==> config.mk <==
export PLATFORM = sky130hd
export DESIGN_NAME = mem_arbiter
export DESIGN_NICKNAME = d
export VERILOG_FILES = /design/src/rtl/mem_arb_pkg.sv /design/src/rtl/mem_arb_timer.sv /design/src/rtl/mem_arbiter.sv
export SDC_FILE = /design/constraint.sdc
export NUM_CORES = 1
export LEC_CHECK = 0
export ABC_AREA = 1
export ABC_CLOCK_PERIOD_IN_PS = 3400
export BUFFER_PORTS_ARGS = -buffer_cell sky130_fd_sc_hd__buf_2
export CAP_MARGIN = 20
export CORE_ASPECT_RATIO = 0.5
export CORE_MARGIN = 1.5
export CORE_UTILIZATION = 51
export DETAILED_ROUTE_END_ITERATION = 10
export PLACE_DENSITY = 0.85
export SYNTH_ARGS = -nofsm -noshare
export SYNTH_HDL_FRONTEND = slang
export SYNTH_HIERARCHICAL = 1
export SYNTH_SLANG_ARGS = --single-unit
==> constraint.sdc <==
create_clock -name clk -period 3.4 [get_ports clk]
set_input_delay 0.68 -clock clk [delete_from_list [all_inputs] [get_ports clk]]
set_output_delay 0.68 -clock clk [all_outputs]
set_load 0.05 [all_outputs]
==> src/rtl/mem_arb_pkg.sv <==
// Shared types and defaults for the unified-memory arbiter.
package mem_arb_pkg;

  localparam int ADDR_W_DEF = 32;
  localparam int DATA_W_DEF = 32;

  // Arbiter sequencing states
  typedef enum logic [1:0] {
    IDLE   = 2'd0,
    BUSY_I = 2'd1,
    BUSY_D = 2'd2,
    ACK    = 2'd3
  } arb_state_e;

  // Which requester currently owns the memory port
  typedef enum logic {
    OWN_I = 1'b0,
    OWN_D = 1'b1
  } arb_owner_e;

endpackage

==> src/rtl/mem_arb_timer.sv <==
// Busy-cycle counter that flags a hung memory transaction.
module mem_arb_timer #(
  parameter int TIMEOUT = 64
) (
  input  logic clk,
  input  logic rst,
  input  logic clr,
  input  logic en,
  output logic expired
);

  localparam int TW = (TIMEOUT > 2) ? $clog2(TIMEOUT) : 1;
  localparam logic [TW-1:0] LAST = TW'(TIMEOUT - 1);

  logic [TW-1:0] tmo_q;
  logic [TW-1:0] tmo_d;

  // Clear dominates; otherwise count every enabled cycle
  always_comb begin
    tmo_d = tmo_q;
    if (clr) begin
      tmo_d = '0;
    end else if (en) begin
      tmo_d = tmo_q + 1'b1;
    end
  end

  // Counter register
  always_ff @(posedge clk) begin
    if (rst) begin
      tmo_q <= '0;
    end else begin
      tmo_q <= tmo_d;
    end
  end

  assign expired = (tmo_q == LAST);

endmodule

==> src/rtl/mem_arbiter.sv <==
// Single-port memory arbiter: fetch/data sharing with data priority,
// fetch starvation guard, variable-latency handshake and timeout abort.
module mem_arbiter
  import mem_arb_pkg::*;
#(
  parameter int ADDR_W       = ADDR_W_DEF,
  parameter int DATA_W       = DATA_W_DEF,
  parameter int MAX_D_STREAK = 4,
  parameter int TIMEOUT      = 64
) (
  input  logic              clk,
  input  logic              rst,
  input  logic              i_req,
  input  logic [ADDR_W-1:0] i_addr,
  output logic [DATA_W-1:0] i_rdata,
  output logic              i_ack,
  input  logic              d_req,
  input  logic              d_we,
  input  logic [ADDR_W-1:0] d_addr,
  input  logic [DATA_W-1:0] d_wdata,
  output logic [DATA_W-1:0] d_rdata,
  output logic              d_ack,
  output logic              err,
  output logic              m_req,
  output logic              m_we,
  output logic [ADDR_W-1:0] m_addr,
  output logic [DATA_W-1:0] m_wdata,
  input  logic [DATA_W-1:0] m_rdata,
  input  logic              m_ready
);

  localparam int SW = $clog2(MAX_D_STREAK + 1);
  localparam logic [SW-1:0] STREAK_MAX = SW'(MAX_D_STREAK);

  arb_state_e        state_q,    state_d;
  arb_owner_e        owner_q,    owner_d;
  logic              m_req_q,    m_req_d;
  logic              m_we_q,     m_we_d;
  logic [ADDR_W-1:0] m_addr_q,   m_addr_d;
  logic [DATA_W-1:0] m_wdata_q,  m_wdata_d;
  logic [DATA_W-1:0] i_rdata_q,  i_rdata_d;
  logic [DATA_W-1:0] d_rdata_q,  d_rdata_d;
  logic              i_ack_q,    i_ack_d;
  logic              d_ack_q,    d_ack_d;
  logic              err_q,      err_d;
  logic [SW-1:0]     d_streak_q, d_streak_d;

  logic              busy;
  logic              tmo_expired;
  logic              fetch_forced;
  logic [DATA_W-1:0] rdata_nxt;

  assign busy         = (state_q == BUSY_I) || (state_q == BUSY_D);
  // Fetch wins a tie only once data has used up its streak allowance
  assign fetch_forced = i_req && (d_streak_q == STREAK_MAX);

  mem_arb_timer #(
    .TIMEOUT (TIMEOUT)
  ) u_timer (
    .clk     (clk),
    .rst     (rst),
    .clr     (~busy),
    .en      (busy),
    .expired (tmo_expired)
  );

  // Next-state and next-output computation for the arbiter FSM
  always_comb begin
    state_d    = state_q;
    owner_d    = owner_q;
    m_req_d    = m_req_q;
    m_we_d     = m_we_q;
    m_addr_d   = m_addr_q;
    m_wdata_d  = m_wdata_q;
    i_rdata_d  = i_rdata_q;
    d_rdata_d  = d_rdata_q;
    d_streak_d = d_streak_q;
    i_ack_d    = 1'b0;
    d_ack_d    = 1'b0;
    err_d      = 1'b0;
    rdata_nxt  = '0;

    case (state_q)
      IDLE: begin
        if (d_req && !fetch_forced) begin
          state_d   = BUSY_D;
          owner_d   = OWN_D;
          m_req_d   = 1'b1;
          m_we_d    = d_we;
          m_addr_d  = d_addr;
          m_wdata_d = d_wdata;
          // Only grants that make a waiting fetch wait longer count
          if (i_req && (d_streak_q != STREAK_MAX)) begin
            d_streak_d = d_streak_q + 1'b1;
          end
        end else if (i_req) begin
          state_d    = BUSY_I;
          owner_d    = OWN_I;
          m_req_d    = 1'b1;
          m_we_d     = 1'b0;
          m_addr_d   = i_addr;
          m_wdata_d  = '0;
          d_streak_d = '0;
        end
      end

      BUSY_I, BUSY_D: begin
        // m_ready wins over an expiry landing on the same cycle
        if (m_ready || tmo_expired) begin
          state_d   = ACK;
          m_req_d   = 1'b0;
          err_d     = ~m_ready;
          rdata_nxt = (m_ready && !m_we_q) ? m_rdata : '0;
          if (owner_q == OWN_D) begin
            d_rdata_d = rdata_nxt;
            d_ack_d   = 1'b1;
          end else begin
            i_rdata_d = rdata_nxt;
            i_ack_d   = 1'b1;
          end
        end
      end

      ACK: begin
        state_d = IDLE;
      end

      default: begin
        state_d = IDLE;
      end
    endcase
  end

  // FSM state and registered outputs
  always_ff @(posedge clk) begin
    if (rst) begin
      state_q    <= IDLE;
      owner_q    <= OWN_I;
      m_req_q    <= 1'b0;
      m_we_q     <= 1'b0;
      m_addr_q   <= '0;
      m_wdata_q  <= '0;
      i_rdata_q  <= '0;
      d_rdata_q  <= '0;
      i_ack_q    <= 1'b0;
      d_ack_q    <= 1'b0;
      err_q      <= 1'b0;
      d_streak_q <= '0;
    end else begin
      state_q    <= state_d;
      owner_q    <= owner_d;
      m_req_q    <= m_req_d;
      m_we_q     <= m_we_d;
      m_addr_q   <= m_addr_d;
      m_wdata_q  <= m_wdata_d;
      i_rdata_q  <= i_rdata_d;
      d_rdata_q  <= d_rdata_d;
      i_ack_q    <= i_ack_d;
      d_ack_q    <= d_ack_d;
      err_q      <= err_d;
      d_streak_q <= d_streak_d;
    end
  end

  assign m_req   = m_req_q;
  assign m_we    = m_we_q;
  assign m_addr  = m_addr_q;
  assign m_wdata = m_wdata_q;
  assign i_rdata = i_rdata_q;
  assign d_rdata = d_rdata_q;
  assign i_ack   = i_ack_q;
  assign d_ack   = d_ack_q;
  assign err     = err_q;

endmodule

# Word level (Yosys, flattened, before mapping)
# Index checks and enable logic that the tools add are counted.
op_classes:
  eq_ne: 9
  n_bitwise: 5
  n_mux: 21
  n_reduce_logical: 20
  n_addsub: 2
op_table:
  columns: ["op", "count"]
  rows:
  - ["32-bit 2-to-1 mux", 5]
  - ["3-bit AND reduction", 4]
  - ["3-bit 2-to-1 mux", 3]
  - ["1-bit 2-to-1 mux", 8]
  - ["6-bit by 1-bit adder with 6-bit output, second input constant", 1]
  - ["6-bit equality test, second input constant", 1]
  - ["2-bit 2-to-1 mux", 3]
  - ["3-bit inequality test, second input constant", 2]
  - ["2-bit case mux with 3 select lines", 1]
  - ["1-bit inverter", 5]
  - ["2-bit equality test, second input constant", 2]
  - ["1-bit logical AND", 4]
  - ["2-bit AND reduction", 2]
  - ["2-bit nonzero test", 2]
  - ["2-bit OR reduction", 2]
  - ["3-bit by 1-bit adder with 3-bit output, second input constant", 1]
  - ["3-bit equality test, second input constant", 1]
  - ["3-bit OR reduction", 1]
  - ["2-bit by 1-bit equality test with 1-bit output, second input constant", 1]
  - ["1-bit zero test", 2]
  - ["2-bit zero test", 1]
  - ["1-bit logical OR", 2]
  - ["2-bit by 1-bit inequality test with 1-bit output, second input constant", 1]
  - ["2-bit inequality test, second input constant", 1]
  - ["1-bit case mux with 2 select lines", 1]
word_totals:
  register_bits: 145
  word_cells: 70
  inputBits: 134
  output_inout_bits: 133

# Longest topological paths before layout
# Gate-level depths: netlist of the first run.
logic_depth:
  depth_word: 6
  mapped_depth: 10
  mapped_depth_nobuf: 10

# Modules after synthesis
# Netlist of the first run, hierarchy kept.
by_module_without_submodules:
  columns: ["mod", "cells_each", "instances", "area_each_um2", "seq_area_each_um2"]
  rows:
  - ["mem_arbiter", 839, 1, 5819.3, 2782.7]
  - ["mem_arb_timer", 37, 1, 267.8, 120.1]

# Worst setup path after synthesis of the first run
# Ideal clock, no wire load.
synth_timing:
  path_type: "reg2reg"
  startpoint: "register state_q[1]"
  endpoint: "register d_rdata_q[12], in the netlist d_rdata[12]"
  setup_time_ns: 0.070
  period_less_slack_ns: 1.536
  t_required_ns: 3.330
  path_slack_ns: 1.864
  path_stages_with_launch: 9
  path_buffers: 2
  arrival_time_ns: 1.465
  path_cell_list: "dfxtp_1 -> inv_1 -> ha_1 -> inv_2 -> nor2_4 -> buf_4 -> buf_4 -> nand3_1 -> a21oi_1"
synth_via:
  elab_chain_len: 3
  word_cells_on_any_way: 4
  cone_classes: "2 x eq/ne; 2 x reduce/logical"
synth_rtl:
  columns: ["element", "line_no", "source"]
  rows:
  - ["start: declaration", "mem_arbiter.sv:35", "arb_state_e state_q, state_d;"]
  - ["start signal: assignment", "mem_arbiter.sv:150", "state_q <= state_d;"]
  - ["2-bit by 1-bit equality test with 1-bit output / 2-bit equality test (equally long branches)", "mem_arbiter.sv:83", "case (state_q)"]
  - ["2-bit OR reduction (*)", "mem_arbiter.sv:83", null]
  - ["3-bit AND reduction (no line) (*)", null, null]
  - ["end signal: assignment", "mem_arbiter.sv:157", "d_rdata_q <= d_rdata_d;"]
  - ["end: declaration", "mem_arbiter.sv:42", "logic [DATA_W-1:0] d_rdata_q, d_rdata_d;"]
# Every way passes the cells marked *; elsewhere a longest branch is shown, timed or not.
# A chain may end at the register's enable or synchronous reset.

# Worst setup path in the final report of the first run
layout_timing:
  startpoint: "register state_q[1]"
  endpoint: "register i_rdata_q[13], in the netlist i_rdata[13]"
layout_via:
  elab_chain_len: 3
  word_cells_on_any_way: 4
  cone_classes: "2 x eq/ne; 2 x reduce/logical"
layout_rtl:
  columns: ["element", "line_no", "source"]
  rows:
  - ["2-bit by 1-bit equality test with 1-bit output / 2-bit equality test (equally long branches)", "mem_arbiter.sv:83", null]
  - ["2-bit OR reduction (*)", "mem_arbiter.sv:83", null]
  - ["3-bit AND reduction (no line) (*)", null, null]
  - ["end signal: assignment", "mem_arbiter.sv:156", "i_rdata_q <= i_rdata_d;"]
  - ["end: declaration", "mem_arbiter.sv:41", "logic [DATA_W-1:0] i_rdata_q, i_rdata_d;"]
# Marks and branches as above.

==> results of run 1 <==
[critical path, stage by stage (launching register included)]
cell and delay (ns):
dfxtp_1 0.32, inv_1 0.06, ha_1 0.44, inv_2 0.11, nor2_4 0.27, buf_4 0.34
nand2_1 0.34, buf_4 0.33, nand2_1 0.10, a21oi_1 0.06
[routing by layer]
layer / global-route usage, % / up-vias / wire [µm]
li1: - / 3224 / -
met1: 30.4 / 2789 / 6790
met2: 47.0 / 252 / 8180
met3: 7.02 / 36 / 1050
met4: 10.2 / 0 / 359
met5: 0 / - / 0
[how the worst min path moves through the flow]
stage	to	depth (start not counted)	start	slack, ns
after global placement	d_rdata[16]$_SDFFE_PP0P_	2	d_rdata[16]$_SDFFE_PP0P_	0.44
after floorplan	u_timer/tmo_q[4]$_SDFFE_PP0P_	2	u_timer/tmo_q[4]$_SDFFE_PP0P_	0.44
after CTS	d_rdata[12]$_SDFFE_PP0P_	2	d_rdata[12]$_SDFFE_PP0P_	0.46
after detailed placement	d_rdata[12]$_SDFFE_PP0P_	2	d_rdata[12]$_SDFFE_PP0P_	0.45
final	i_rdata[1]$_SDFFE_PP0P_	2	i_rdata[1]$_SDFFE_PP0P_	0.46
after global routing	i_rdata[1]$_SDFFE_PP0P_	2	i_rdata[1]$_SDFFE_PP0P_	0.47
[synthesized netlist by cell type, types with 2 or more instances]
master / count
nand2_1: 250
dfxtp_1: 145
nor2_1: 112
a21oi_1: 106
nand3_1: 102
inv_1: 78
buf_2: 20
clkbuf_1: 18
buf_4: 9
buf_1: 7
ha_1: 5
inv_2: 5
o21ai_0: 4
buf_6: 3
nor2_4: 3
nand2_2: 2
[cell type report]
type                            instances  area share, %
Clock inverter                         13           2.33
Timing Repair Buffer                  276           17.7
Clock buffer                           19           5.38
Tap cell                              159           2.47
Multi-Input combinational cell        591           32.2
Inverter                               83           3.87
Sequential cell                       145           36.1
[registers in the layout, summed over array words and instances, names as in the netlist]
signal	count
m_addr	32
owner_q	1
d_streak_q	3
d_rdata	32
i_rdata	32
i_ack	1
m_req	1
d_ack	1
state_q	2
err	1
m_wdata	32
u_timer/tmo_q	6
m_we	1
[logic make-up (layout without fill, tap and decap cells)]
family	count (synthesis)	after routing	synth area share, %
adder cells (fa/ha/maj)	5	5	1.03
AO/OA/AOI/OAI	112	112	9.31
XOR/XNOR	1	1	0.144
buffers and inverters	140	391	9.97
flip-flops	145	145	47.7
AND/OR/NAND/NOR	473	473	31.9
[power by group through the flow]
stage / Combinational (mW) / Sequential (mW) / Clock (mW)
after floorplan: 1.17 / 3.16 / 0
after global placement: 2.62 / 2.20 / 0
after detailed placement: 2.65 / 2.21 / 0
after CTS: 2.66 / 2.18 / 1.97
after global routing: 2.89 / 2.21 / 2.06
final: 2.66 / 2.18 / 1.95
[through the flow]
step           area (µm²)  power (mW)  utilization (%)
5_1_grt              8040        7.17             71.0
6_report             8040        6.79             71.0
3_5_place_dp         7420        4.87             65.6
4_1_cts              8040        6.82             71.0
2_1_floorplan        6090        4.33                -
3_3_place_gp         7420        4.82             65.6
==> flow_summary.ini, run 1 <==
[status]
status = finished clean

[placed_design]
hpwl_um = 11200
dpl_worst_slack_ns = 0.929
place.gp.congestion = 0.826
dp.cells = 1254
numPortBuffers = 266

[yosys]
synth-edff-count = 0
yosysTopAreaCellShare_pct = 47.7
yosysUniqueCellTypes = 23
syn_area_um2 = 6090
synth_area_leader_cell = dfxtp_1
synthesis.nets = 1015
yosys_warnings = 6
synth_area_per_cell_um2 = 6.95
ys_ff_latch = 145
ys_async_sr_fraction_pct = 0
ys_top_cells_by_area = dfxtp_1 (48%), nand2_1 (15%), a21oi_1 (8.7%), nand3_1 (8.4%), nor2_1 (6.9%)
synth_ff_type = dfxtp_1
postSynthCellCount = 876
seq_area_frac_synth_pct = 47.7

[global_routing]
grt_max_degree = 81
grt_first_pass_wirelength_um = 26400
antenna_found_initial = 0
gr-usage-all-layers_pct = 26.4
grt_pass1_vias = 5871
gr-total-overflow = 0

[pwr]
power_density_nw_per_um2 = 844
p_int_mw = 3.87
p_leak_nw = 4.13
vdd_ir_drop_max_mv = 0.415
switching_share_pct = 43.0
power_frac_seq_pct = 32.1
p_sw_mw = 2.92
p_comb_share_pct = 39.2
clkPwrFrac_pct = 28.7

[timing]
finalCriticalPeriod_ns = 2.52
fmax_mhz = 397
slew_headroom_pct = 44.6
rsz0062_at_grt = no
setup_viol = 0
slew_violations = 0
max_slew.worst_pin.slew_ns = 0.831
period_share_pct = 74.1
fin_skew_ns = 0.00774
hold_viol = 0
finalWorstSetupSlack_ns = 0.881
final.setup.tns_ns = 0
worst_hold_slack_ns = 0.458

[layout]
stdcell_count = 1286
layout-drive-gt1-share_pct = 28.2
seq_area_um2 = 2900
final_cell_mix = buf_2 (265), nand2_1 (250), dfxtp_1 (145)
fin_nets = 1253
final_common_cell = buf_2
area_growth_syn_to_layout_pct = 32.1
multi_input_comb_area_um2 = 2580
fillers = 943
antenna_cells = 0

[clock_network]
clock_sinks = 145
htree_levels = 4
cts_made_buffers = 17
ctsHoldBuffers = 0
cts_tree = built
cts_resized = 0
post_cts.repair.setup_buffers = 0
clock_path_buffers = 2
cts.clk_slew.worst_paths_ns = 0.06
clock_latency_ns = 0.41
clockRootBuffer = clkbuf_16

[drt]
first_pass_iters = 7
wl_per_cell_um = 12.7
vias = 6301
drt_iter0_drc = 546
vias_per_cell = 4.90
ant_nets = 0
drc_errors = 0
wirelength_um = 16400

[critical_path]
cp_max_fo = 29
reg2reg_slack_ns = 0.88
critPathLaunch = state_q[1]$_SDFFE_PP0P_
cp-endpoint = i_rdata[13]$_SDFFE_PP0P_
end_kind = flop
startpoint_type = flop
r2r-start = state_q[1]$_SDFFE_PP0P_
worstPathArrival_ns = 2.81
worst-endpoint-required_ns = 3.69
crit_type = flop to flop
ff2ff_path_depth = 9
worst_r2r_endpoint = i_rdata[13]$_SDFFE_PP0P_

[floorplan]
die_w_um = 158
initial_utilization_pct = 53.8
dieHeight_um = 80.3
die_area_um2 = 12600
pin_count = 267
coreArea_um2 = 11300
num_rows = 27

[run]
drv_cap = 0

[hold_path]
holdCritPathClass = flop to flop
Power figures use the tool's default switching activity.
==> run 2, diff against run 1 <==
Settings changed: ABC_AREA 1 to 0, ABC_CLOCK_PERIOD_IN_PS 3400 to 2600, CORE_UTILIZATION 51 to 47, PLACE_DENSITY 0.85 to 0.8.
Clock period 3.4 ns to 2.6 ns, I/O delays scaled along.
==> flow_summary.ini, run 2 <==
[status]
status = finished clean

[run]
drv_cap = 0

[layout]
fin_nets = 1011
area_growth_syn_to_layout_pct = 35.2
fillers = 972
stdcell_count = 1049
fin_area_um2 = 7850
post-route-util_pct = 65.9
final_cell_mix = buf_2 (265), dfxtp_1 (145), nand2_1 (72)
antenna_cells = 0
final_common_cell = buf_2
layout-drive-gt1-share_pct = 42.6

[pwr]
p_sw_mw = 3.76
total_power_mw = 8.96
vdd_ir_drop_max_mv = 0.566
p_comb_share_pct = 40.1
p_int_mw = 5.19
p_leak_nw = 3.44
power_density_nw_per_um2 = 1140
switching_share_pct = 42.0
power_frac_seq_pct = 31.2
clkPwrFrac_pct = 28.8

[global_routing]
grt_pass1_vias = 5106
gr-total-overflow = 0
gr-usage-all-layers_pct = 23.0
grt_max_degree = 95
antenna_found_initial = 0
grt_first_pass_wirelength_um = 24400

[placed_design]
dp.cells = 1018
hpwl_um = 10600
place.gp.congestion = 0.767
dpl_worst_slack_ns = 0.427
numPortBuffers = 266
place_area_um2 = 7230

[clock_network]
clock_sinks = 145
clock_latency_ns = 0.40
cts.clk_slew.worst_paths_ns = 0.06
cts_made_buffers = 17
cts_tree = built
clock_path_buffers = 2
post_cts.repair.setup_buffers = 0
htree_levels = 4
clockRootBuffer = clkbuf_16
ctsHoldBuffers = 0
cts_resized = 0

[drt]
wl_per_cell_um = 15.1
vias_per_cell = 5.26
vias = 5520
drc_errors = 0
wirelength_um = 15900
first_pass_iters = 5
ant_nets = 0
drt_iter0_drc = 451

[timing]
fmax_mhz = 456
finalWorstSetupSlack_ns = 0.405
worst_hold_slack_ns = 0.329
max_slew.worst_pin.slew_ns = 0.654
slew_violations = 0
final.setup.tns_ns = 0
fin_skew_ns = 0.00969
slew_headroom_pct = 56.4
rsz0062_at_grt = no
hold_viol = 0
finalCriticalPeriod_ns = 2.20
setup_viol = 0
period_share_pct = 84.4

[yosys]
syn_area_um2 = 5810
synth_ff_type = dfxtp_1
synthesis.nets = 772
yosysUniqueCellTypes = 37
synthTopCellsByCount = dfxtp_1 (145), nand2_1 (72), a21oi_1 (70)
postSynthCellCount = 633
seq_area_frac_synth_pct = 50.0
ys_async_sr_fraction_pct = 0
ys_ff_latch = 145
synth_area_leader_cell = dfxtp_1
synth.most_common_cell = dfxtp_1
synth_area_per_cell_um2 = 9.17
ys_top_cells_by_area = dfxtp_1 (50%), nor4_2 (6.5%), a21oi_1 (6.0%), nand3_1 (5.7%), a22o_1 (5.0%)
yosys_warnings = 6
synth-edff-count = 0
yosysTopAreaCellShare_pct = 50.0

[floorplan]
num_rows = 28
initial_utilization_pct = 48.7
die_area_um2 = 13100
pin_count = 267
dieHeight_um = 81.6
die_w_um = 160
coreArea_um2 = 11900

[critical_path]
worst-endpoint-required_ns = 2.92
worstPathArrival_ns = 2.51
cp_max_fo = 33
ff2ff_path_depth = 6
crit_type = flop to flop
end_kind = flop
startpoint_type = flop

[hold_path]
holdCritPathClass = input pin to flop
hold_depth = 2
## run 2: cell count changes after synthesis, sizes merged, moves of 36 or more
cell / previous run / this run
inv: 83 / 6
a21oi: 107 / 70
nor2: 116 / 50
nand2: 252 / 73
nor3: 1 / 65
nand3: 102 / 66
## run 2: kinds of logic (layout without fill, tap and decap cells)
logic type	Yosys count	in the layout	synth area share (%)
AOI/OAI and AO/OA	110	110	11.7
xor gates and xnor gates	4	4	0.604
adders and majority gates	5	5	1.08
buffers and inverters	64	315	5.75
DFF	145	145	50.0
muxes	2	2	0.345
and+or+nand+nor	303	303	30.5
## run 2: area by class of cell
| class | instances | area (µm²) | share of cell area (%) |
|---|---|---|---|
| clock inverters | 12 | 180 | 2.29 |
| clock buffers | 19 | 443 | 5.64 |
| flip-flops and latches | 145 | 2900 | 37.0 |
| repair buffers | 278 | 1490 | 19.0 |
| inverters | 6 | 22.5 | 0.287 |
| well taps | 165 | 206 | 2.63 |
| multi-input cells | 424 | 2600 | 33.1 |
## run 2: final timing paths
kind | from | endpoint | slack, ns
setup / recovery | state_q[0]$_SDFFE_PP0P_ | d_rdata[29]$_SDFFE_PP0P_ | 0.40
hold / removal | d_wdata[22] | m_wdata[22]$_SDFFE_PP0P_ | 0.33
setup reg to reg | state_q[0]$_SDFFE_PP0P_ | d_rdata[29]$_SDFFE_PP0P_ | 0.40
hold reg to reg | d_rdata[12]$_SDFFE_PP0P_ | d_rdata[12]$_SDFFE_PP0P_ | 0.45
## run 2: per-layer routing
metal	up-vias	track usage, %	wire, µm
met4	0	9.81	339
met5	-	0	0
met1	2607	27.7	6810
li1	2694	-	-
met2	189	40.5	7830
met3	30	5.45	899
## run 2: worst max-delay path, cell delays in order (launching register included)
cell	delay [ns]
dfxtp_1	0.33
inv_1	0.06
ha_1	0.46
o21ai_1	0.34
or2_2	0.62
nand2_1	0.12
a21oi_1	0.19
## run 2: power groups by stage
stage | logic, mW | clock network (mW) | registers [mW]
6_report | 3.59 | 2.58 | 2.79
5_1_grt | 3.81 | 2.73 | 2.83
4_1_cts | 3.59 | 2.63 | 2.79
3_3_place_gp | 3.49 | 0 | 2.82
3_5_place_dp | 3.59 | 0 | 2.83
2_1_floorplan | 1.57 | 0 | 3.99
==> run 3, diff against run 2 <==
Settings changed: ABC_AREA 0 to 1, ABC_CLOCK_PERIOD_IN_PS 2600 to 1800, CORE_UTILIZATION 47 to 43, PLACE_DENSITY 0.8 to 0.77.
Clock period 2.6 ns to 1.8 ns, I/O delays scaled along.
==> flow_summary.ini, run 3 (synthesized netlist as in run 1, its figures left out) <==
[status]
status = finished clean

[global_routing]
antenna_found_initial = 1
gr-usage-all-layers_pct = 21.2
grt_first_pass_wirelength_um = 25500
gr-total-overflow = 0
grt_max_degree = 67
grt_pass1_vias = 5566

[clock_network]
clock_latency_ns = 0.41
post_cts.repair.setup_buffers = 0
cts.clk_slew.worst_paths_ns = 0.06
clock_path_buffers = 2
ctsHoldBuffers = 0
cts_tree = built
clock_sinks = 145
htree_levels = 4
clockRootBuffer = clkbuf_16
cts_resized = 0
cts_made_buffers = 17

[hold_path]
hp-start = m_ready
whs_endpoint = err$_SDFF_PP0_
hold_depth = 2
holdCritPathClass = input pin to flop

[timing]
setup_viol = 0
slew_headroom_pct = 62.7
finalCriticalPeriod_ns = 1.64
rsz0062_at_grt = no
fmax_mhz = 611
max_slew.worst_pin.slew_ns = 0.558
finalWorstSetupSlack_ns = 0.165
hold_viol = 0
slew_violations = 0
fin_skew_ns = 0.0167
final.setup.tns_ns = 0
period_share_pct = 90.9

[layout]
antenna_cells = 0
multi_input_comb_area_um2 = 2580
layout-drive-gt1-share_pct = 28.7
area_growth_syn_to_layout_pct = 33.9
seq_area_um2 = 2900
final_cell_mix = buf_2 (265), nand2_1 (250), dfxtp_1 (145)
final_common_cell = buf_2
fin_nets = 1258
fillers = 1302

[critical_path]
worstPathArrival_ns = 1.97
ff2ff_path_depth = 8
crit_type = flop to flop
end_kind = flop
worst-endpoint-required_ns = 2.13
critPathLaunch = u_timer/tmo_q[0]$_SDFFE_PP0P_
reg2reg_slack_ns = 0.16
worst_r2r_endpoint = i_rdata[7]$_SDFFE_PP0P_
startpoint_type = flop
r2r-start = u_timer/tmo_q[0]$_SDFFE_PP0P_
cp_max_fo = 64

[floorplan]
die_area_um2 = 14900
die_w_um = 171
coreArea_um2 = 13700
pin_count = 267
num_rows = 30
initial_utilization_pct = 44.4
dieHeight_um = 87.1

[drt]
drc_errors = 0
vias = 6294
wl_per_cell_um = 12.2
ant_nets = 0
drt_iter0_drc = 392
first_pass_iters = 4
wirelength_um = 16200
vias_per_cell = 4.75

[placed_design]
numPortBuffers = 266
hpwl_um = 11300
place.gp.congestion = 0.807
dpl_worst_slack_ns = 0.138

[pwr]
p_leak_nw = 4.17
vdd_ir_drop_max_mv = 0.884
power_density_nw_per_um2 = 1550

[run]
drv_cap = 0
-- run 3: cell types whose count changed in the layout (fill, tap and decap cells not counted), moves of 5 or more --
cell	delta
a21oi_1	+36
a22o_1	-33
clkinv_4	+7
inv_1	+72
inv_2	+5
nand2_1	+178
nand3_1	+36
nor2_1	+65
nor3_1	-37
nor3_2	-27
nor4_2	-30
-- run 3: power breakdown --
part	total [mW]	switching (mW)	internal [mW]	leakage [nW]
Sequential	4.08	0.286	3.79	1.18
Combinational	5.16	3.88	1.28	2.69
Clock	3.44	1.45	1.99	0.289
-- run 3: layout make-up --
cell class              count  share of cell area, %
flip-flops and latches    145                   35.6
multi-input cells         591                   31.7
repair buffers            281                   18.7
clock buffers              18                   5.39
inverters                  83                   3.82
well taps                 192                   2.95
clock inverters            14                   1.83
-- run 3: metal layers --
metal  vias to the layer above  track usage, %  share of wire [%]
li1                       3221               -                  -
met1                      2846            25.1                 43
met2                       211            38.1                 50
met3                        16            4.73                6.0
met4                         0            7.34               0.96
met5                         -               0                  0
-- run 3: how the worst max path moves through the flow --
| stage | endpoint | slack (ns) | cells past startpoint |
|---|---|---|---|
| detailed placement | i_rdata[7]$_SDFFE_PP0P_ | 0.14 | 9 |
| finish | i_rdata[7]$_SDFFE_PP0P_ | 0.16 | 8 |
| global placement | i_rdata[4]$_SDFFE_PP0P_ | 0.22 | 9 |
| CTS | i_rdata[30]$_SDFFE_PP0P_ | 0.12 | 9 |
| global route | d_rdata[26]$_SDFFE_PP0P_ | 0.001 | 8 |
| floorplan | d_rdata[12]$_SDFFE_PP0P_ | 0.26 | 8 |
-- run 3: metrics by stage --
step / hold WS (ns) / utilization, % / instances / power, mW / cell area (µm²)
after floorplan: 0.437 / - / 876 / 8.17 / 6090
after global placement: 0.444 / 55.2 / 1292 / 9.22 / 7560
after detailed placement: 0.451 / 55.2 / 1292 / 9.31 / 7560
after CTS: 0.152 / 59.5 / 1324 / 12.8 / 8150
after global routing: 0.163 / 59.5 / 1324 / 13.4 / 8150
final: 0.167 / 59.5 / 1324 / 12.7 / 8150
-- run 3: worst max-delay path, stage by stage, from the launching register on --
cell	delay, ns
dfxtp_1	0.37
ha_1	0.19
nand3_1	0.08
nor2_1	0.12
nor2_2	0.07
nor2_4	0.14
buf_12	0.27
nand3_1	0.12
a21oi_1	0.16
